$ cat src/rtl/nco_clk_pkg.sv
// Shared types and sizing helpers for the NCO clock-divider controller.
// Imported by nco_half_timer and nco_clk_ctrl; instantiating code may use calc_half().
package nco_clk_pkg;

    localparam int DIV_WIDTH_DEF = 16;

    typedef enum logic [1:0] {
        ST_IDLE      = 2'd0,
        ST_RUN       = 2'd1,
        ST_STOP_WAIT = 2'd2
    } state_e;

    // Half-period in clk_in cycles for a target output frequency, rounded to nearest, minimum 1.
    function automatic int unsigned calc_half(input longint unsigned clk_in_freq,
                                              input longint unsigned clk_out_freq);
        longint unsigned half;
        if (clk_out_freq == 0) begin
            half = 1;
        end else begin
            half = (clk_in_freq + clk_out_freq) / (2 * clk_out_freq);
        end
        if (half == 0) begin
            half = 1;
        end
        return int'(half[31:0]);
    endfunction

endpackage

$ cat src/rtl/nco_half_timer.sv
// Half-period timer plus toggle flop; o_tc marks the last cycle of a half period.
// Clear forces the idle state (timer 0, clock low); load restarts the current phase from zero.
module nco_half_timer
    import nco_clk_pkg::*;
#(
    parameter int DIV_WIDTH = DIV_WIDTH_DEF
) (
    input  logic                 clk_in,
    input  logic                 rst_n,
    input  logic                 i_en,
    input  logic                 i_clr,
    input  logic                 i_load,
    input  logic [DIV_WIDTH-1:0] i_half,
    output logic                 o_tc,
    output logic                 o_clk_out
);

    logic [DIV_WIDTH-1:0] r_timer;
    logic                 r_clk_out;
    logic [DIV_WIDTH-1:0] w_last;

    assign w_last    = i_half - DIV_WIDTH'(1);
    assign o_tc      = i_en && (r_timer == w_last);
    assign o_clk_out = r_clk_out;

    always_ff @(posedge clk_in or negedge rst_n) begin
        if (!rst_n) begin
            r_timer   <= '0;
            r_clk_out <= 1'b0;
        end else if (i_clr) begin
            r_timer   <= '0;
            r_clk_out <= 1'b0;
        end else if (i_en) begin
            if (o_tc) begin
                r_timer   <= '0;
                r_clk_out <= ~r_clk_out;
            end else if (i_load) begin
                r_timer <= '0;
            end else begin
                r_timer <= r_timer + DIV_WIDTH'(1);
            end
        end
    end

endmodule

$ cat src/rtl/nco_clk_ctrl.sv
// Run/stop sequencer and half-period config handshake around one divider timer.
// New half-periods are held pending and applied only at a falling toggle (or while idle).
module nco_clk_ctrl
    import nco_clk_pkg::*;
#(
    parameter int          DIV_WIDTH    = DIV_WIDTH_DEF,
    parameter int unsigned DEFAULT_HALF = 25
) (
    input  logic                 clk_in,
    input  logic                 rst_n,
    input  logic                 run_en,
    input  logic                 cfg_valid,
    input  logic [DIV_WIDTH-1:0] cfg_half,
    output logic                 cfg_ready,
    output logic                 clk_out,
    output logic                 tick,
    output logic                 active,
    output logic [DIV_WIDTH-1:0] cur_half
);

    state_e               r_state;
    logic                 r_pend;
    logic [DIV_WIDTH-1:0] r_pend_half;
    logic [DIV_WIDTH-1:0] r_cur_half;
    logic                 r_tick;

    logic w_run;
    logic w_tc;
    logic w_clk_out;
    logic w_fall;
    logic w_accept;
    logic w_apply;

    assign w_run    = (r_state != ST_IDLE);
    assign w_fall   = w_tc && w_clk_out;
    assign w_accept = cfg_valid && !r_pend;
    // Accept needs an empty slot and apply needs a full one, so they never coincide.
    assign w_apply  = r_pend && (!w_run || w_fall);

    nco_half_timer #(
        .DIV_WIDTH (DIV_WIDTH)
    ) u_timer (
        .clk_in    (clk_in),
        .rst_n     (rst_n),
        .i_en      (w_run),
        .i_clr     (!w_run),
        .i_load    (w_apply),
        .i_half    (r_cur_half),
        .o_tc      (w_tc),
        .o_clk_out (w_clk_out)
    );

    always_ff @(posedge clk_in or negedge rst_n) begin
        if (!rst_n) begin
            r_state     <= ST_IDLE;
            r_pend      <= 1'b0;
            r_pend_half <= '0;
            r_cur_half  <= DIV_WIDTH'(DEFAULT_HALF);
            r_tick      <= 1'b0;
        end else begin
            r_tick <= w_tc && !w_clk_out;
            if (w_apply) begin
                r_cur_half <= r_pend_half;
                r_pend     <= 1'b0;
            end
            if (w_accept) begin
                r_pend      <= 1'b1;
                r_pend_half <= (cfg_half == '0) ? DIV_WIDTH'(1) : cfg_half;
            end
            case (r_state)
                ST_IDLE: begin
                    if (run_en) r_state <= ST_RUN;
                end
                ST_RUN: begin
                    if (!run_en) r_state <= ST_STOP_WAIT;
                end
                ST_STOP_WAIT: begin
                    if (run_en)      r_state <= ST_RUN;
                    else if (w_fall) r_state <= ST_IDLE;
                end
                default: r_state <= ST_IDLE;
            endcase
        end
    end

    assign cfg_ready = !r_pend;
    assign clk_out   = w_clk_out;
    assign tick      = r_tick;
    assign active    = w_run;
    assign cur_half  = r_cur_half;

endmodule
$ cat config.mk
export PLATFORM = sky130hd
export DESIGN_NAME = nco_clk_ctrl
export DESIGN_NICKNAME = d
export VERILOG_FILES = /design/src/rtl/nco_clk_pkg.sv /design/src/rtl/nco_half_timer.sv /design/src/rtl/nco_clk_ctrl.sv
export SDC_FILE = /design/constraint.sdc
export NUM_CORES = 1
export LEC_CHECK = 0
export CORE_MARGIN = 3
export CORE_UTILIZATION = 39
export DETAILED_ROUTE_END_ITERATION = 8
export HOLD_SLACK_MARGIN = 0.03
export PLACE_DENSITY_LB_ADDON = 0.15
export REMOVE_ABC_BUFFERS = 1
export SETUP_SLACK_MARGIN = 0.3
export SYNTH_ARGS = -nofsm -noshare
export SYNTH_HDL_FRONTEND = slang
export SYNTH_SLANG_ARGS = --single-unit
export TNS_END_PERCENT = 1
$ cat constraint.sdc
create_clock -name clk_in -period 3.5 [get_ports clk_in]
set_clock_uncertainty 0.05 [all_clocks]
set_input_delay 0.525 -clock clk_in [delete_from_list [all_inputs] [get_ports clk_in]]
set_output_delay 0.525 -clock clk_in [all_outputs]
set_load 0.1 [all_outputs]
## Word-level counts from Yosys, hierarchy flattened

Cells that the tools add are included.

| storage, ports and cells | value |
|---|---|
| register bits after elaboration | 53 |
| latch bits | 0 |
| RAM bits | 0 |
| ROM bits | 0 |
| bits of input ports | 20 |
| output and inout bits | 20 |
| memories kept | 0 |

| operators by class | value |
|---|---|
| add/subtract/negate cells | 2 |
| $mul | 0 |
| divide/modulo/power cells | 0 |
| $lt $le $gt $ge | 0 |
| equality and inequality tests | 7 |
| shift operators | 0 |
| muxes and demuxes | 13 |
| bitwise operators | 1 |
| reduce and logical (&&, ||, !) cells | 14 |

Operators with widths:

| cell | number |
|---|---|
| 16-bit 2-to-1 mux | 4 |
| 16-bit by 1-bit adder with 16-bit output, second input constant | 1 |
| 16-bit == test | 1 |
| 16-bit zero test | 1 |
| 16-bit by 1-bit subtractor with 16-bit output, second input constant | 1 |
| 2-bit 2-to-1 mux | 4 |
| 2-bit != test, second input constant | 3 |
| 2-bit one-hot mux with 3 select lines | 1 |
| 1-bit logical AND | 5 |
| 1-bit 2-to-1 mux | 4 |
| 2-bit nonzero test | 2 |
| 1-bit zero test | 3 |
| 3-bit != test, second input constant | 1 |
| 3-bit AND reduction | 1 |
| 2-bit by 1-bit == test with 1-bit output, second input constant | 1 |
| 2-bit == test, second input constant | 1 |
| 2-bit zero test | 1 |
| 1-bit logical OR | 1 |
| 1-bit NOT | 1 |

## Depth between registers and ports, before layout

| depth | value |
|---|---|
| depth after elaboration | 9 |
| mapped depth | 10 |

## By module

From an unflattened synthesis, not the netlist that was laid out.

| second synthesis, totals | value |
|---|---|
| cells, all modules | 287 |
| area, all modules | 3095.5 µm² |

Modules (own cells, without submodules):

| module | times used | cells an instance | area an instance (µm²) | sequential area each (µm²) |
|---|---|---|---|---|
| nco_half_timer | 1 | 196 | 1636.6 | 425.4 |
| nco_clk_ctrl | 1 | 91 | 1458.9 | 904.6 |

## Least setup slack after synthesis

OpenSTA, ideal clock, no wires.

| timing | value |
|---|---|
| path type | register -> register |
| from | register r_cur_half[8] (netlist: cur_half[8]) |
| to | register u_timer.r_timer[11] |
| library setup time | 0.119 ns |
| arrival time | 3.328 ns |
| path slack | 0.004 ns |
| stages on the path, launching flop included | 10 |
| period minus slack after synthesis | 3.496 ns |
| cell sequence | dfrtp_1 -> buf_6 -> or4_4 -> or3_4 -> a2111oi_4 -> nand3_1 -> or4b_4 -> o31ai_4 -> buf_6 -> nor2_1 |

| on the way | value |
|---|---|
| longest elaborated chain between the ends | 9 |

RTL lines:

| what | line | source |
|---|---|---|
| start, declared | nco_clk_ctrl.sv:24 | `logic [DIV_WIDTH-1:0] r_cur_half;` |
| start signal, assigned | nco_clk_ctrl.sv:58 | `r_cur_half <= DIV_WIDTH'(DEFAULT_HALF);` |
| start signal, assigned | nco_clk_ctrl.sv:63 | `r_cur_half <= r_pend_half;` |
| 16-bit by 1-bit subtractor with 16-bit output (*) | nco_half_timer.sv:22 | `assign w_last = i_half - DIV_WIDTH'(1);` |
| 16-bit == test (*) | nco_half_timer.sv:23 | `assign o_tc = i_en && (r_timer == w_last);` |
| 1-bit logical AND (*) | nco_half_timer.sv:23 |  |
| 1-bit logical AND | nco_clk_ctrl.sv:35 | `assign w_fall = w_tc && w_clk_out;` |
| 1-bit logical OR | nco_clk_ctrl.sv:38 | `assign w_apply = r_pend && (!w_run \|\| w_fall);` |
| 1-bit logical AND | nco_clk_ctrl.sv:38 |  |
| 16-bit 2-to-1 mux | nco_half_timer.sv:37 | `end else if (i_load) begin` |
| 16-bit 2-to-1 mux (*) | nco_half_timer.sv:34 | `if (o_tc) begin` |
| 16-bit 2-to-1 mux (*) | nco_half_timer.sv:30 | `end else if (i_clr) begin` |
| end signal, assigned | nco_half_timer.sv:40 | `r_timer <= r_timer + DIV_WIDTH'(1);` |
| end, declared | nco_half_timer.sv:18 | `logic [DIV_WIDTH-1:0] r_timer;` |

Every way passes the cells marked *; elsewhere a longest branch is shown, timed or not.
A chain may end at the register's enable or synchronous reset.

## Worst setup path in the final report

| timing | value |
|---|---|
| from | register r_cur_half[10] (netlist: cur_half[10]) |
| to | register r_cur_half[12] (netlist: cur_half[12]) |

| on the way | value |
|---|---|
| longest elaborated chain between the ends | 6 |

RTL lines:

| what | line |
|---|---|
| 16-bit by 1-bit subtractor with 16-bit output | nco_half_timer.sv:22 |
| 16-bit == test | nco_half_timer.sv:23 |
| 1-bit logical AND | nco_half_timer.sv:23 |
| 1-bit logical AND | nco_clk_ctrl.sv:35 |
| 1-bit logical OR | nco_clk_ctrl.sv:38 |
| 1-bit logical AND | nco_clk_ctrl.sv:38 |

Every way passes these cells.

==> flow_summary_export.csv <==
group,metric,value,unit
run_status,status,"finished clean",
timing,max_freq,0.325,GHz
timing,maxSlewHeadroom,34.1,%
layout,register_area,0.00133,sq mm
power_and_ir_drop,p_clk_share,13.4,%
worst_setup_path,cp-end-kind,"flip-flop",
power_and_ir_drop,power.share.sequential,32.8,%
floorplanning,die_x,90.4,um
layout,area_growth,22.2,%
logic_synthesis,yosys.area.top_type_share,45.1,%
layout,final_nets,314,
worst_setup_path,crit_type,"reg2reg",
logic_synthesis,synthArstFlopShare,100,%
power_and_ir_drop,p_sw,1.61,mW
logic_synthesis,synth_top_family_by_area,"simple AND/OR/NAND/NOR gates",
logic_synthesis,netlist_top_cells_count,"dfrtp_1, mux2_2, nor2_1",
logic_synthesis,synth-seq-cells,53,
timing,worst_pin_slew,0.986,ns
floorplanning,die_area,0.00817,sq mm
timing,tns,0,ns
clock_network,cts_tree,"done",
timing,setup_viol_count_final,0,
layout,nFillCells,653,
logic_synthesis,synthCells,249,
layout,drive_above_1_share,22.9,%
detailed_routing,remaining_drc_errors,0,
worst_setup_path,crit_buf_inv,0,
power_and_ir_drop,max-vdd-ir-drop,684,uV
timing,hold_viol_final,0,
clock_network,clk_pin_slew,0.10,ns
worst_setup_path,r2r_setup_slack,0.42,ns
global_route,grtUsageTotal,15.9,%
worst_setup_path,startpoint_type,"flip-flop",
run,drv_cap,0,
worst_setup_path,critPathArrivalTime,3.23,ns
worst_setup_path,path_cells,"or4_4, or3_4, o31a_2, o22ai_1, nor4_2, a2bb2oi_4, mux2_2",
worst_setup_path,rr_startpoint,"cur_half[10]$_DFFE_PN0P_",
power_and_ir_drop,combPwrFrac,53.8,%
global_route,antenna_found_initial,0,
detailed_routing,routedWlPerCell,15.9,um
global_route,grt_pass1_vias,2046,
worst_setup_path,cp.required,3.65,ns
clock_network,post_cts_buffers,0,
placed_design,place_hpwl,4610,um
worst_setup_path,crit_start,"cur_half[10]$_DFFE_PN0P_",
global_route,overflow,0,
clock_network,clock-sinks,53,
worst_setup_path,worst-path-max-fanout,16,
clock_network,htreeDepth,2,
detailed_routing,vias,1995,
worst_setup_path,r2r-end,"cur_half[12]$_DFFE_PN0P_",
clock_network,clock-root-buffer,"clkbuf_8",
logic_synthesis,synth-compound-area-share,7.80,%
floorplanning,ioPinCount,40,
logic_synthesis,synth-main-ff-cell,"dfrtp_1",
floorplanning,start_util,40.6,%
detailed_routing,drt_wl_total,6200,um
power_and_ir_drop,p_sw_share,50.6,%
placed_design,portBuffers,39,
logic_synthesis,ys_types,45,
clock_network,clockBufferDepth,2,
clock_network,numCtsBuffers,5,
worst_setup_path,cp_top_family,"compound AO/OA/AOI/OAI gates",
logic_synthesis,synth_simple_gate_area_share,16.7,%
logic_synthesis,synth_edf_count,0,
timing,finalWorstSetupSlack,0.421,ns
timing,period_minus_slack,3.08,ns
logic_synthesis,synthXorXnorAreaFrac,10.7,%
power_and_ir_drop,p_int,1.57,mW
logic_synthesis,synth_fa_ha_area_share,0.901,%
global_route,grt_max_degree,30,
logic_synthesis,ys_seq_area_share,47.9,%
worst_setup_path,ff2ff_path_depth,7,
logic_synthesis,ys_warn_count,0,
clock_network,cts_hold_buf,0,
floorplanning,fp.dieH,90.4,um
logic_synthesis,synth_top_cell_by_area,"dfrtp_1",
power_and_ir_drop,powerDensity,936,mW/mm^2
logic_synthesis,syn_area,0.00278,sq mm
floorplanning,fp-row-count,30,
timing,finalCritPeriodShare,88.0,%
timing,drv_slew,0,
worst_setup_path,critical-path-slowest-cell,"or4_4",
timing,rsz0062_at_grt,"true",
detailed_routing,drtAntennaViolNets,0,
worst_setup_path,cp_slowest_stage_delay,0.52,ns
logic_synthesis,synth_area_leaders,"dfrtp_1, mux2_2, xnor2_1",
logic_synthesis,yosysMostFrequentCell,"dfrtp_1",
clock_network,insertion_delay,0.31,ns
power_and_ir_drop,p_leak,1.35,nW
floorplanning,core-area,0.00683,sq mm
timing,holdWs,0.156,ns
detailed_routing,drtIter0Drc,128,
min_path,hold_class,"in2async",
global_route,grt_pass1_wl,10400,um
layout,n_antenna_cell,0,
logic_synthesis,muxShareOfSynthArea,13.3,%
detailed_routing,detail_route.vias_per_cell,5.13,
placed_design,gp_congestion,0.794,
placed_design,post-place-ws,0.185,ns
layout,multi_input_area,0.00139,sq mm
logic_synthesis,syn_area_per_cell,11.2,sq um
detailed_routing,drtPass1Iterations,4,
[cell usage in the layout (no fill, tap or decap), drive strengths merged, types with 2 or more instances in the layout]
cell,instances
nor2b,4
or2,2
a21oi,2
o22ai,2
ha,2
dfstp,3
nor4,9
xnor2,17
nor3,6
nand2,15
clkbuf,6
buf,14
mux2,31
a31oi,3
nand4,5
mux2i,2
clkdlybuf4s50,32
inv,4
xor2,17
dfrtp,50
nor3b,2
or4,3
nand3,8
nor2,28
and3,2
nand2b,2
a21boi,2
[worst reg2reg max path: stages, from the launching register on]
cell and delay, ns:
dfrtp_1 0.45, or4_4 0.52, or3_4 0.39, o31a_2 0.30, o22ai_1 0.30, nor4_2 0.12, a2bb2oi_4 0.44, mux2_2 0.41
[worst max path at each step]
| stage | to | slack, ns | cells past startpoint |
|---|---|---|---|
| 3_5_place_dp | cur_half[12]$_DFFE_PN0P_ | 0.19 | 7 |
| 4_1_cts | r_state[1]$_DFFE_PN0P_ | 0.38 | 7 |
| 5_1_grt | cur_half[12]$_DFFE_PN0P_ | 0.27 | 9 |
| 6_report | cur_half[12]$_DFFE_PN0P_ | 0.42 | 7 |
| 3_3_place_gp | cur_half[13]$_DFFE_PN0P_ | 0.19 | 7 |
| 2_1_floorplan | cur_half[7]$_DFFE_PN0P_ | 0.01 | 7 |
[layer usage]
| metal | GRT usage (%) | up-vias | share of wire [%] |
|---|---|---|---|
| met3 | 4.00 | 12 | 4.0 |
| met2 | 25.1 | 43 | 46 |
| met5 | 0 | - | 0 |
| met4 | 5.10 | 0 | 1.9 |
| met1 | 21.3 | 968 | 48 |
| li1 | - | 972 | - |
[final cells by class]
cell class	count	area share (%)
Multi-Input combinational cell	182	41.1
Timing Repair Buffer	46	12.5
Sequential cell	53	39.2
Inverter	4	0.442
Tap cell	96	3.54
Clock inverter	2	1.14
Clock buffer	6	2.14
[flip-flops by register name, indices dropped and copies added, names as in the netlist]
register           count
r_pend                 1
u_timer.o_clk_out      1
r_state                2
cur_half              16
u_timer.r_timer       16
tick                   1
r_pend_half           16
[power by group through the flow]
stage | clock network, mW | registers, mW | logic [mW]
6_report | 0.426 | 1.04 | 1.71
3_3_place_gp | 0 | 1.05 | 1.69
3_5_place_dp | 0 | 1.06 | 1.70
2_1_floorplan | 0 | 1.69 | 0.605
5_1_grt | 0.462 | 1.07 | 1.80
4_1_cts | 0.436 | 1.04 | 1.72
[through the flow]
step / area [sq um] / power [mW] / instances / utilization, %
final: 3390 / 3.17 / 389 / 49.7
after global routing: 3390 / 3.34 / 389 / 49.7
after CTS: 3390 / 3.20 / 389 / 49.6
after detailed placement: 3260 / 2.76 / 381 / 47.7
after global placement: 3260 / 2.74 / 381 / 47.7
after floorplan: 2720 / 2.29 / 239 / -
[logic make-up after synthesis]
group / count (synthesis)
buffers and inverters: 14
flip-flops: 53
AO/OA/AOI/OAI: 23
multiplexers: 33
AND/OR/NAND/NOR: 90
XOR/XNOR: 34
adder cells (fa/ha/maj): 2
[what timing repair did]
action / CTS / global route
pin swaps: 0 / 0
resized for setup: 2 / 1
endpoints found under the setup margin: 16 / 16
hold endpoints to repair: 0 / 0
Note: power is estimated with default switching activity, not from simulation.
